## src/rtl/trng_uart_pkg.sv

```systemverilog
// Shared types and constants for the TRNG word-to-UART transmitter.
package trng_uart_pkg;

  typedef enum logic [1:0] {
    ST_IDLE  = 2'd0,
    ST_START = 2'd1,
    ST_DATA  = 2'd2,
    ST_STOP  = 2'd3
  } tx_state_e;

  localparam int unsigned BYTES_PER_WORD = 4;
  localparam int unsigned BITS_PER_BYTE  = 8;
  localparam int unsigned DROP_MAX       = 255;

endpackage

```

## src/rtl/sync_word_fifo.sv

```systemverilog
// Single-clock word FIFO. Pointers wrap modulo DEPTH; a separate level
// register (one bit wider than the pointers) distinguishes full from empty.
// A push on a full FIFO is accepted when a pop happens in the same cycle.
module sync_word_fifo #(
  parameter int unsigned WIDTH = 32,
  parameter int unsigned DEPTH = 4
) (
  input  logic                     clk,
  input  logic                     rst_n,
  input  logic                     push_i,
  input  logic [WIDTH-1:0]         wdata_i,
  input  logic                     pop_i,
  output logic [WIDTH-1:0]         rdata_o,
  output logic                     full_o,
  output logic                     empty_o,
  output logic [$clog2(DEPTH):0]   level_o
);

  localparam int unsigned AW = $clog2(DEPTH);
  localparam int unsigned LW = AW + 1;

  logic [WIDTH-1:0] mem_q [DEPTH];
  logic [AW-1:0]    wr_ptr_q, wr_ptr_d;
  logic [AW-1:0]    rd_ptr_q, rd_ptr_d;
  logic [LW-1:0]    level_q,  level_d;
  logic             wr_en;
  logic             rd_en;

  assign full_o  = (level_q == LW'(DEPTH));
  assign empty_o = (level_q == '0);
  assign level_o = level_q;
  assign rdata_o = mem_q[rd_ptr_q];

  assign rd_en = pop_i && !empty_o;
  assign wr_en = push_i && (!full_o || rd_en);

  // Next pointer and level values.
  always_comb begin
    wr_ptr_d = wr_ptr_q;
    rd_ptr_d = rd_ptr_q;
    level_d  = level_q;
    if (wr_en) wr_ptr_d = wr_ptr_q + 1'b1;
    if (rd_en) rd_ptr_d = rd_ptr_q + 1'b1;
    unique case ({wr_en, rd_en})
      2'b10:   level_d = level_q + 1'b1;
      2'b01:   level_d = level_q - 1'b1;
      default: level_d = level_q;
    endcase
  end

  // Pointer and level registers.
  always_ff @(posedge clk or negedge rst_n) begin
    if (!rst_n) begin
      wr_ptr_q <= '0;
      rd_ptr_q <= '0;
      level_q  <= '0;
    end else begin
      wr_ptr_q <= wr_ptr_d;
      rd_ptr_q <= rd_ptr_d;
      level_q  <= level_d;
    end
  end

  // Storage write; contents need no reset since level gates every read.
  always_ff @(posedge clk) begin
    if (wr_en) mem_q[wr_ptr_q] <= wdata_i;
  end

endmodule

```

## src/rtl/trng_uart_word_tx.sv

```systemverilog
// Buffers 32-bit TRNG words and sends each as four UART 8N1 bytes,
// most significant byte first, LSB first within a byte.
module trng_uart_word_tx
  import trng_uart_pkg::*;
#(
  parameter int unsigned CLK_FREQ_HZ = 100_000_000,
  parameter int unsigned BAUD        = 115200,
  parameter int unsigned FIFO_DEPTH  = 4
) (
  input  logic                          clk,
  input  logic                          rst,
  input  logic [31:0]                   data_in,
  input  logic                          data_valid,
  input  logic                          enable,
  output logic                          tx,
  output logic                          busy,
  output logic                          overflow,
  output logic [7:0]                    drop_count,
  output logic [$clog2(FIFO_DEPTH):0]   fifo_level
);

  localparam int unsigned DIV   = CLK_FREQ_HZ / BAUD;
  localparam int unsigned CNT_W = (DIV > 1) ? $clog2(DIV) : 1;

  tx_state_e         state_q;
  logic [CNT_W-1:0]  baud_cnt_q;
  logic [2:0]        bit_idx_q;
  logic [1:0]        byte_idx_q;
  logic [31:0]       shift_q;
  logic [7:0]        byte_q;
  logic              tx_q;
  logic              overflow_q, overflow_d;
  logic [7:0]        drop_cnt_q, drop_cnt_d;

  logic              push_req;
  logic              pop;
  logic              drop;
  logic              fifo_full;
  logic              fifo_empty;
  logic [31:0]       fifo_rdata;
  logic              baud_end;

  assign push_req = data_valid && enable;
  assign pop      = (state_q == ST_IDLE) && !fifo_empty;
  assign drop     = push_req && fifo_full && !pop;
  assign baud_end = (baud_cnt_q == CNT_W'(DIV - 1));

  sync_word_fifo #(
    .WIDTH (32),
    .DEPTH (FIFO_DEPTH)
  ) u_fifo (
    .clk     (clk),
    .rst_n   (rst),
    .push_i  (push_req),
    .wdata_i (data_in),
    .pop_i   (pop),
    .rdata_o (fifo_rdata),
    .full_o  (fifo_full),
    .empty_o (fifo_empty),
    .level_o (fifo_level)
  );

  assign tx         = tx_q;
  assign busy       = (state_q != ST_IDLE) || !fifo_empty;
  assign overflow   = overflow_q;
  assign drop_count = drop_cnt_q;

  // Frame sequencer. byte_q holds the byte on the line (shifted right as bits
  // go out); shift_q holds the word's remaining bytes, left-aligned.
  always_ff @(posedge clk or negedge rst) begin
    if (!rst) begin
      state_q    <= ST_IDLE;
      baud_cnt_q <= '0;
      bit_idx_q  <= '0;
      byte_idx_q <= '0;
      shift_q    <= '0;
      byte_q     <= '0;
      tx_q       <= 1'b1;
    end else begin
      unique case (state_q)
        ST_IDLE: begin
          if (!fifo_empty) begin
            state_q    <= ST_START;
            baud_cnt_q <= '0;
            byte_idx_q <= '0;
            byte_q     <= fifo_rdata[31:24];
            shift_q    <= {fifo_rdata[23:0], 8'h00};
            tx_q       <= 1'b0;
          end
        end
        ST_START: begin
          if (baud_end) begin
            state_q    <= ST_DATA;
            baud_cnt_q <= '0;
            bit_idx_q  <= '0;
            tx_q       <= byte_q[0];
            byte_q     <= {1'b0, byte_q[7:1]};
          end else begin
            baud_cnt_q <= baud_cnt_q + 1'b1;
          end
        end
        ST_DATA: begin
          if (baud_end) begin
            baud_cnt_q <= '0;
            if (bit_idx_q == 3'(BITS_PER_BYTE - 1)) begin
              state_q <= ST_STOP;
              tx_q    <= 1'b1;
            end else begin
              bit_idx_q <= bit_idx_q + 1'b1;
              tx_q      <= byte_q[0];
              byte_q    <= {1'b0, byte_q[7:1]};
            end
          end else begin
            baud_cnt_q <= baud_cnt_q + 1'b1;
          end
        end
        ST_STOP: begin
          if (baud_end) begin
            baud_cnt_q <= '0;
            if (byte_idx_q != 2'(BYTES_PER_WORD - 1)) begin
              state_q    <= ST_START;
              byte_idx_q <= byte_idx_q + 1'b1;
              byte_q     <= shift_q[31:24];
              shift_q    <= {shift_q[23:0], 8'h00};
              tx_q       <= 1'b0;
            end else begin
              state_q <= ST_IDLE;
            end
          end else begin
            baud_cnt_q <= baud_cnt_q + 1'b1;
          end
        end
        default: state_q <= ST_IDLE;
      endcase
    end
  end

  // Sticky overflow flag and saturating drop counter.
  always_comb begin
    overflow_d = overflow_q;
    drop_cnt_d = drop_cnt_q;
    if (drop) begin
      overflow_d = 1'b1;
      if (drop_cnt_q != 8'(DROP_MAX)) drop_cnt_d = drop_cnt_q + 8'd1;
    end
  end

  // Drop statistics registers.
  always_ff @(posedge clk or negedge rst) begin
    if (!rst) begin
      overflow_q <= 1'b0;
      drop_cnt_q <= '0;
    end else begin
      overflow_q <= overflow_d;
      drop_cnt_q <= drop_cnt_d;
    end
  end

endmodule

```

## config.mk

```make
export PLATFORM = sky130hd
export DESIGN_NAME = trng_uart_word_tx
export DESIGN_NICKNAME = d
export VERILOG_FILES = /design/src/rtl/trng_uart_pkg.sv /design/src/rtl/sync_word_fifo.sv /design/src/rtl/trng_uart_word_tx.sv
export SDC_FILE = /design/constraint.sdc
export NUM_CORES = 1
export LEC_CHECK = 0
export BUFFER_PORTS_ARGS = -buffer_cell sky130_fd_sc_hd__buf_2
export CAP_MARGIN = 20
export CORE_ASPECT_RATIO = 1.4
export CORE_MARGIN = 5
export CORE_UTILIZATION = 40
export DETAILED_ROUTE_END_ITERATION = 8
export MAX_ROUTING_LAYER = met4
export RECOVER_POWER = 100
export SLEW_MARGIN = 30
export SYNTH_ARGS = -nofsm -noshare
export SYNTH_HDL_FRONTEND = slang
export SYNTH_SLANG_ARGS = --single-unit
export TNS_END_PERCENT = 10
```

## constraint.sdc

```tcl
create_clock -name clk -period 7.35 [get_ports clk]
set_input_delay 2.205 -clock clk [delete_from_list [all_inputs] [get_ports clk]]
set_output_delay 2.205 -clock clk [all_outputs]
set_load 0.01 [all_outputs]
```

==> impl_metrics.csv, run 1 <==
group,metric,value,unit
outcome,status,"finished, violations left",
outcome,violations,"max-capacitance violations, max-slew violations",
yosys,synthesis.area,8080,um^2
place,postPlaceCellArea,8620,um^2
sta,final_max_slew_viol_count,177,
floorplan,fp.dieArea,23200,um^2
clock_network,numCtsBuffers,17,
sta,rsz0062_at_grt,"false",
drt,detail_route.vias_per_cell,5.42,
place,place_inst,795,
place,port_buffers,49,
grt,use_met1,17.3,%
yosys,ys_ff_latch,194,
grt,grt_pass1_wl,25400,um
power,ir_drop,194,uV
setup_path,endpoint_kind,"primary output",
yosys,yosys.area.top_type,"edfxtp_1",
setup_path,cp.required,5.14,ns
setup_path,criticalPathCategory,"flop to primary output",
setup_path,crit_buf_inv,4,
grt,grt_pass1_vias,4724,
yosys,syn-num-nets,560,
grt,grtUsageMet2,25.7,%
yosys,synthTopCellsByArea,"edfxtp_1 48%, dfrtp_1 20%, mux4_2 7.0%, mux2i_1 4.0%, o21ai_0 2.8%",
finish,drive_gt1_share,13.0,%
yosys,synth-edff-count,128,
power,sequentialPowerShare,42.7,%
power,power,3.56,mW
floorplan,core-area,19900,um^2
setup_path,cp_max_fo,13,
power,cellLeakagePower,3.35,nW
floorplan,ios,50,
drt,vias,4483,
sta,worst_slack,2.35,ns
clock_network,htreeDepth,4,
floorplan,initial_core_util,40.6,%
place,dp_slack,3.28,ns
clock_network,clockBufferDepth,2,
drt,ant_nets,0,
sta,worst_slew_pin_slew,2.39,ns
worst_hold_path,min_path_type,"flop to flop",
finish,final_core_util,45.7,%
clock_network,cts.sinks,194,
sta,period_minus_slack,5.00,ns
sta,setup_tns,0,ns
setup_path,critPathTopFamily,"buffers and inverters",
clock_network,clockRootBuffer,"clkbuf_16",
power,clkPwrFrac,25.8,%
drt,dr.pass1.iters,4,
sta,fin_worst_hold_slack,0.468,ns
sta,max_slew_margin,-59.5,%
sta,max_freq,0.200,GHz
clock_network,post-cts-setup-buffers,0,
finish,final_cell_area,9100,um^2
power,switching_power,1.19,mW
drt,drt_wl_total,16000,um
grt,grt_overflow,0,
finish,layout_commonest_cell,"edfxtp_1",
worst_hold_path,worstHoldStart,"overflow",
finish,syn_to_final_growth,12.6,%
clock_network,cts_resized,0,
setup_path,path_cells,"inv_1 -> ha_1 -> nor4b_1 -> clkbuf_1 -> inv_1 -> clkbuf_1",
clock_network,cts_hold_buf,0,
power,power_report.internal_total,2.37,mW
floorplan,rows,61,
yosys,synth_warnings,0,
grt,top_usage_layer,"met2",
sta,fin_crit_sh,68.1,%
power,p_comb_share,31.5,%
finish,nFillCells,1753,
floorplan,die_w,130,um
grt,track_usage,14.8,%
clock_network,cts_tree,"built",
yosys,synth_cells,508,
setup_path,start_kind,"flop",
power,netSwitchingFraction,33.4,%
grt,grt_max_degree,45,
finish,antenna_cells,0,
drt,wl_per_cell,19.3,um
finish,final_nets,614,
setup_path,crit_path_start,"state_q[0]",
run,cap_violations,5,
sta,setup-violations-final,0,
place,hpwl,10200,um
yosys,synth_top_area_share,47.5,%
setup_path,crit_slowest_cell,"clkbuf_1",
sta,skew,0.0103,ns
yosys,synth-seq-area-share,68.0,%
clock_network,path_clk_slew,0.08,ns
finish,final_cell_mix,"128 x edfxtp_1, 63 x dfrtp_1, 54 x clkbuf_1",
grt,antenna_found_initial,0,
place,gp_congestion,0.798,
yosys,async_flop_share,34.0,%
yosys,synth-main-ff-cell,"edfxtp_1",
setup_path,r2r_start,"state_q[0]",
setup_path,crit_arrival,2.80,ns
finish,final_cell_count_no_fill,827,
yosys,avgSynthCellArea,15.9,um^2
drt,remaining_drc_errors,0,
drt,drt_iter0_drc,346,
yosys,synth_cell_types,52,
setup_path,max_stage_delay,0.51,ns
power,power_density,392,nW/um^2
grt,met3_usage,3.03,%
sta,hold_viol_final,0,
floorplan,fp.dieH,178,um
clock_network,clock_latency,0.43,ns
-- logic make-up (layout without fill, tap and decap cells) --
logic type      after synthesis  after routing  synth area share, %
compound gates               88             88                 7.44
xor+xnor                     14             14                 1.52
fa+ha+maj                    16             16                 2.57
buf+inv                      35            102                 1.75
flops                       194            194                 68.0
mux                          68             68                 12.5
simple gates                 93             93                 6.27
-- final timing paths --
path	end	slack, ns	depth (start not counted)
setup / recovery	busy	2.35	6
hold / removal	overflow	0.47	1
setup reg to reg	u_fifo.mem_q[3][30]	3.55	6
hold reg to reg	overflow	0.47	1
max in group asynchronous	shift_q[26]	2.45	2
min in group asynchronous	drop_count[6]	2.03	1
-- synthesized netlist by cell type, types with 5 or more instances --
cell type and instances:
a32o_1 8, or3_1 5, edfxtp_1 128, xnor2_1 7
dfrtp_1 65, nor3_1 8, buf_2 6, nand3_1 23
mux2_2 11, clkbuf_1 13, a221oi_1 15, ha_1 15
nor2_1 8, and2_1 6, nand2_1 22, mux2i_1 32
o21ai_0 46, inv_1 11, mux4_2 25, xor2_1 7
-- metal layers --
layer / share of wire [%] / vias up
met5: 0 / -
met4: 1.6 / 0
met3: 3.1 / 15
met2: 54 / 79
met1: 41 / 2296
li1: - / 2093
-- worst register-to-register path: cells and delay by family (launching register included) --
family,cells,cell delay [ns]
and+or+nand+nor,3,0.74
DFF,1,0.43
buffers and inverters,2,1.76
adders and majority gates,1,0.43
-- sequential cells by signal (all words and copies together) (netlist names), 3 cells and up --
signal / flops
u_fifo.level_o: 3
baud_cnt_q: 10
shift_q: 24
byte_q: 8
drop_count: 8
u_fifo.mem_q: 128
bit_idx_q: 3
-- power groups by stage --
stage / clock, mW / combinational (mW) / sequential, mW
floorplan: 0 / 0.852 / 1.51
global placement: 0 / 1.14 / 1.53
detailed placement: 0 / 1.16 / 1.54
CTS: 0.937 / 1.17 / 1.52
global route: 0.978 / 1.25 / 1.55
finish: 0.919 / 1.12 / 1.52
-- area by class of cell --
type	instances	area, um^2	share of cell area (%)
Sequential cell	194	5500	60.4
Multi-Input combinational cell	279	2420	26.6
Clock buffer	17	425	4.67
Tap cell	252	315	3.46
Timing Repair Buffer	58	228	2.50
Clock inverter	15	171	1.88
Inverter	12	45.0	0.495
No activity file was read; power rests on OpenSTA's default activity.
==> run 2: changes to the inputs <==
==> constraint.sdc (replaced) <==
create_clock -name clk -period 4.3 [get_ports clk]
set_input_delay 1.29 -clock clk [delete_from_list [all_inputs] [get_ports clk]]
set_output_delay 1.29 -clock clk [all_outputs]
set_load 0.01 [all_outputs]
==> impl_metrics.csv, run 2 (synthesis results as in run 1) <==
group,metric,value,unit
finish,top_register,"u_fifo.mem_q",
clock_network,cts.sinks,194,
sta,hold_viol_final,0,
sta,max_freq,0.272,GHz
run,cap_violations,4,
clock_network,clockBufferDepth,2,
sta,skew,0.00989,ns
finish,nFillCells,1752,
finish,layout_commonest_cell,"edfxtp_1",
finish,final_cell_mix,"128 x edfxtp_1, 63 x dfrtp_1, 53 x clkbuf_1",
power,ir_drop,316,uV
power,power_density,661,nW/um^2
clock_network,cts_tree,"built",
drt,remaining_drc_errors,0,
clock_network,htreeDepth,4,
grt,grt_max_degree,46,
setup_path,cp_max_fo,32,
setup_path,criticalPathCategory,"flop to flop",
setup_path,endpoint_kind,"flop",
floorplan,fp.dieH,178,um
grt,grt_overflow,0,
clock_network,cts_resized,0,
finish,top_regs,"u_fifo.mem_q x128, shift_q x24, baud_cnt_q x10",
grt,grt_pass1_vias,4761,
floorplan,core-area,19900,um^2
finish,drive_gt1_share,13.4,%
clock_network,cts_hold_buf,0,
finish,antenna_cells,0,
outcome,violations,"max-capacitance violations, max-slew violations",
place,place_inst,796,
clock_network,post-cts-setup-buffers,0,
finish,syn_to_final_growth,12.7,%
place,port_buffers,49,
finish,final_core_util,45.7,%
drt,detail_route.vias_per_cell,5.42,
setup_path,start_kind,"flop",
setup_path,crit_arrival,3.69,ns
finish,final_cell_area,9110,um^2
finish,final_nets,615,
sta,period_minus_slack,3.68,ns
place,postPlaceCellArea,8650,um^2
floorplan,rows,61,
drt,ant_nets,0,
setup_path,cp.required,4.31,ns
clock_network,path_clk_slew,0.07,ns
drt,dr.pass1.iters,4,
floorplan,die_w,130,um
grt,track_usage,14.8,%
drt,wl_per_cell,19.0,um
floorplan,initial_core_util,40.6,%
clock_network,clock_latency,0.43,ns
sta,final_max_slew_viol_count,142,
clock_network,numCtsBuffers,17,
place,hpwl,10500,um
floorplan,ios,50,
clock_network,clockRootBuffer,"clkbuf_16",
sta,max_slew_margin,-65.3,%
grt,antenna_found_initial,0,
outcome,status,"finished, violations left",
power,power,6.03,mW
place,dp_slack,1.13,ns
sta,rsz0062_at_grt,"false",
sta,fin_crit_sh,85.5,%
finish,final_cell_count_no_fill,828,
drt,drt_wl_total,15700,um
grt,grt_pass1_wl,25600,um
sta,setup-violations-final,0,
sta,fin_worst_hold_slack,0.477,ns
place,gp_congestion,0.766,
drt,drt_iter0_drc,276,
worst_hold_path,min_path_type,"flop to flop",
sta,setup_tns,0,ns
power,cellLeakagePower,3.37,nW
sta,worst_slew_pin_slew,2.48,ns
drt,vias,4486,
finish,largest_reg_flops,128,
floorplan,fp.dieArea,23200,um^2
sta,worst_slack,0.624,ns
==> run 2: cell types whose count changed in the layout (fill, tap and decap cells not counted), sizes merged <==
cell / change
clkinv: +3
bufinv: -1
inv: -2
buf: +1
clkinvlp: -1
dlymetal6s2s: +1
==> run 2: final timing paths <==
check / from / end / slack (ns) / depth (start not counted)
setup / recovery: state_q[0] / u_fifo.mem_q[0][31] / 0.62 / 6
hold / removal: overflow / overflow / 0.48 / 1
setup reg to reg: state_q[0] / u_fifo.mem_q[0][31] / 0.62 / 6
hold reg to reg: overflow / overflow / 0.48 / 1
max in group asynchronous: rst / u_fifo.rd_ptr_q[1] / 1.09 / 1
min in group asynchronous: rst / drop_count[4] / 1.61 / 1
==> run 2: report_power, final <==
group | internal (mW) | leakage [nW] | total [mW] | switching (mW)
Sequential | 2.39 | 1.99 | 2.72 | 0.334
Combinational | 0.839 | 1.09 | 1.77 | 0.930
Clock | 0.780 | 0.283 | 1.54 | 0.757
Total | 4.01 | 3.37 | 6.03 | 2.02
==> run 2: layer usage <==
layer / share of wire (%) / vias to the layer above / GRT usage, %
met5: 0 / - / -
met4: 1.6 / 0 / 4.77
met3: 3.2 / 16 / 2.73
met2: 55 / 83 / 25.8
met1: 40 / 2289 / 17.2
li1: - / 2098 / -
==> run 2: critical path, stage by stage, from the launching register on <==
cell,delay (ns)
dfrtp_1,0.43
inv_1,0.14
ha_1,0.42
nor4b_1,0.12
nor2_1,0.42
and2_1,0.20
clkbuf_1,1.49
==> run 2: final cells by class <==
type                    instances  area [um^2]  share of cell area, %
flip-flops and latches        194         5500                   60.3
multi-input cells             279         2410                   26.5
clock buffers                  18          429                   4.71
well taps                     252          315                   3.46
repair buffers                 59          245                   2.69
clock inverters                14          164                   1.80
inverters                      12         45.0                  0.494
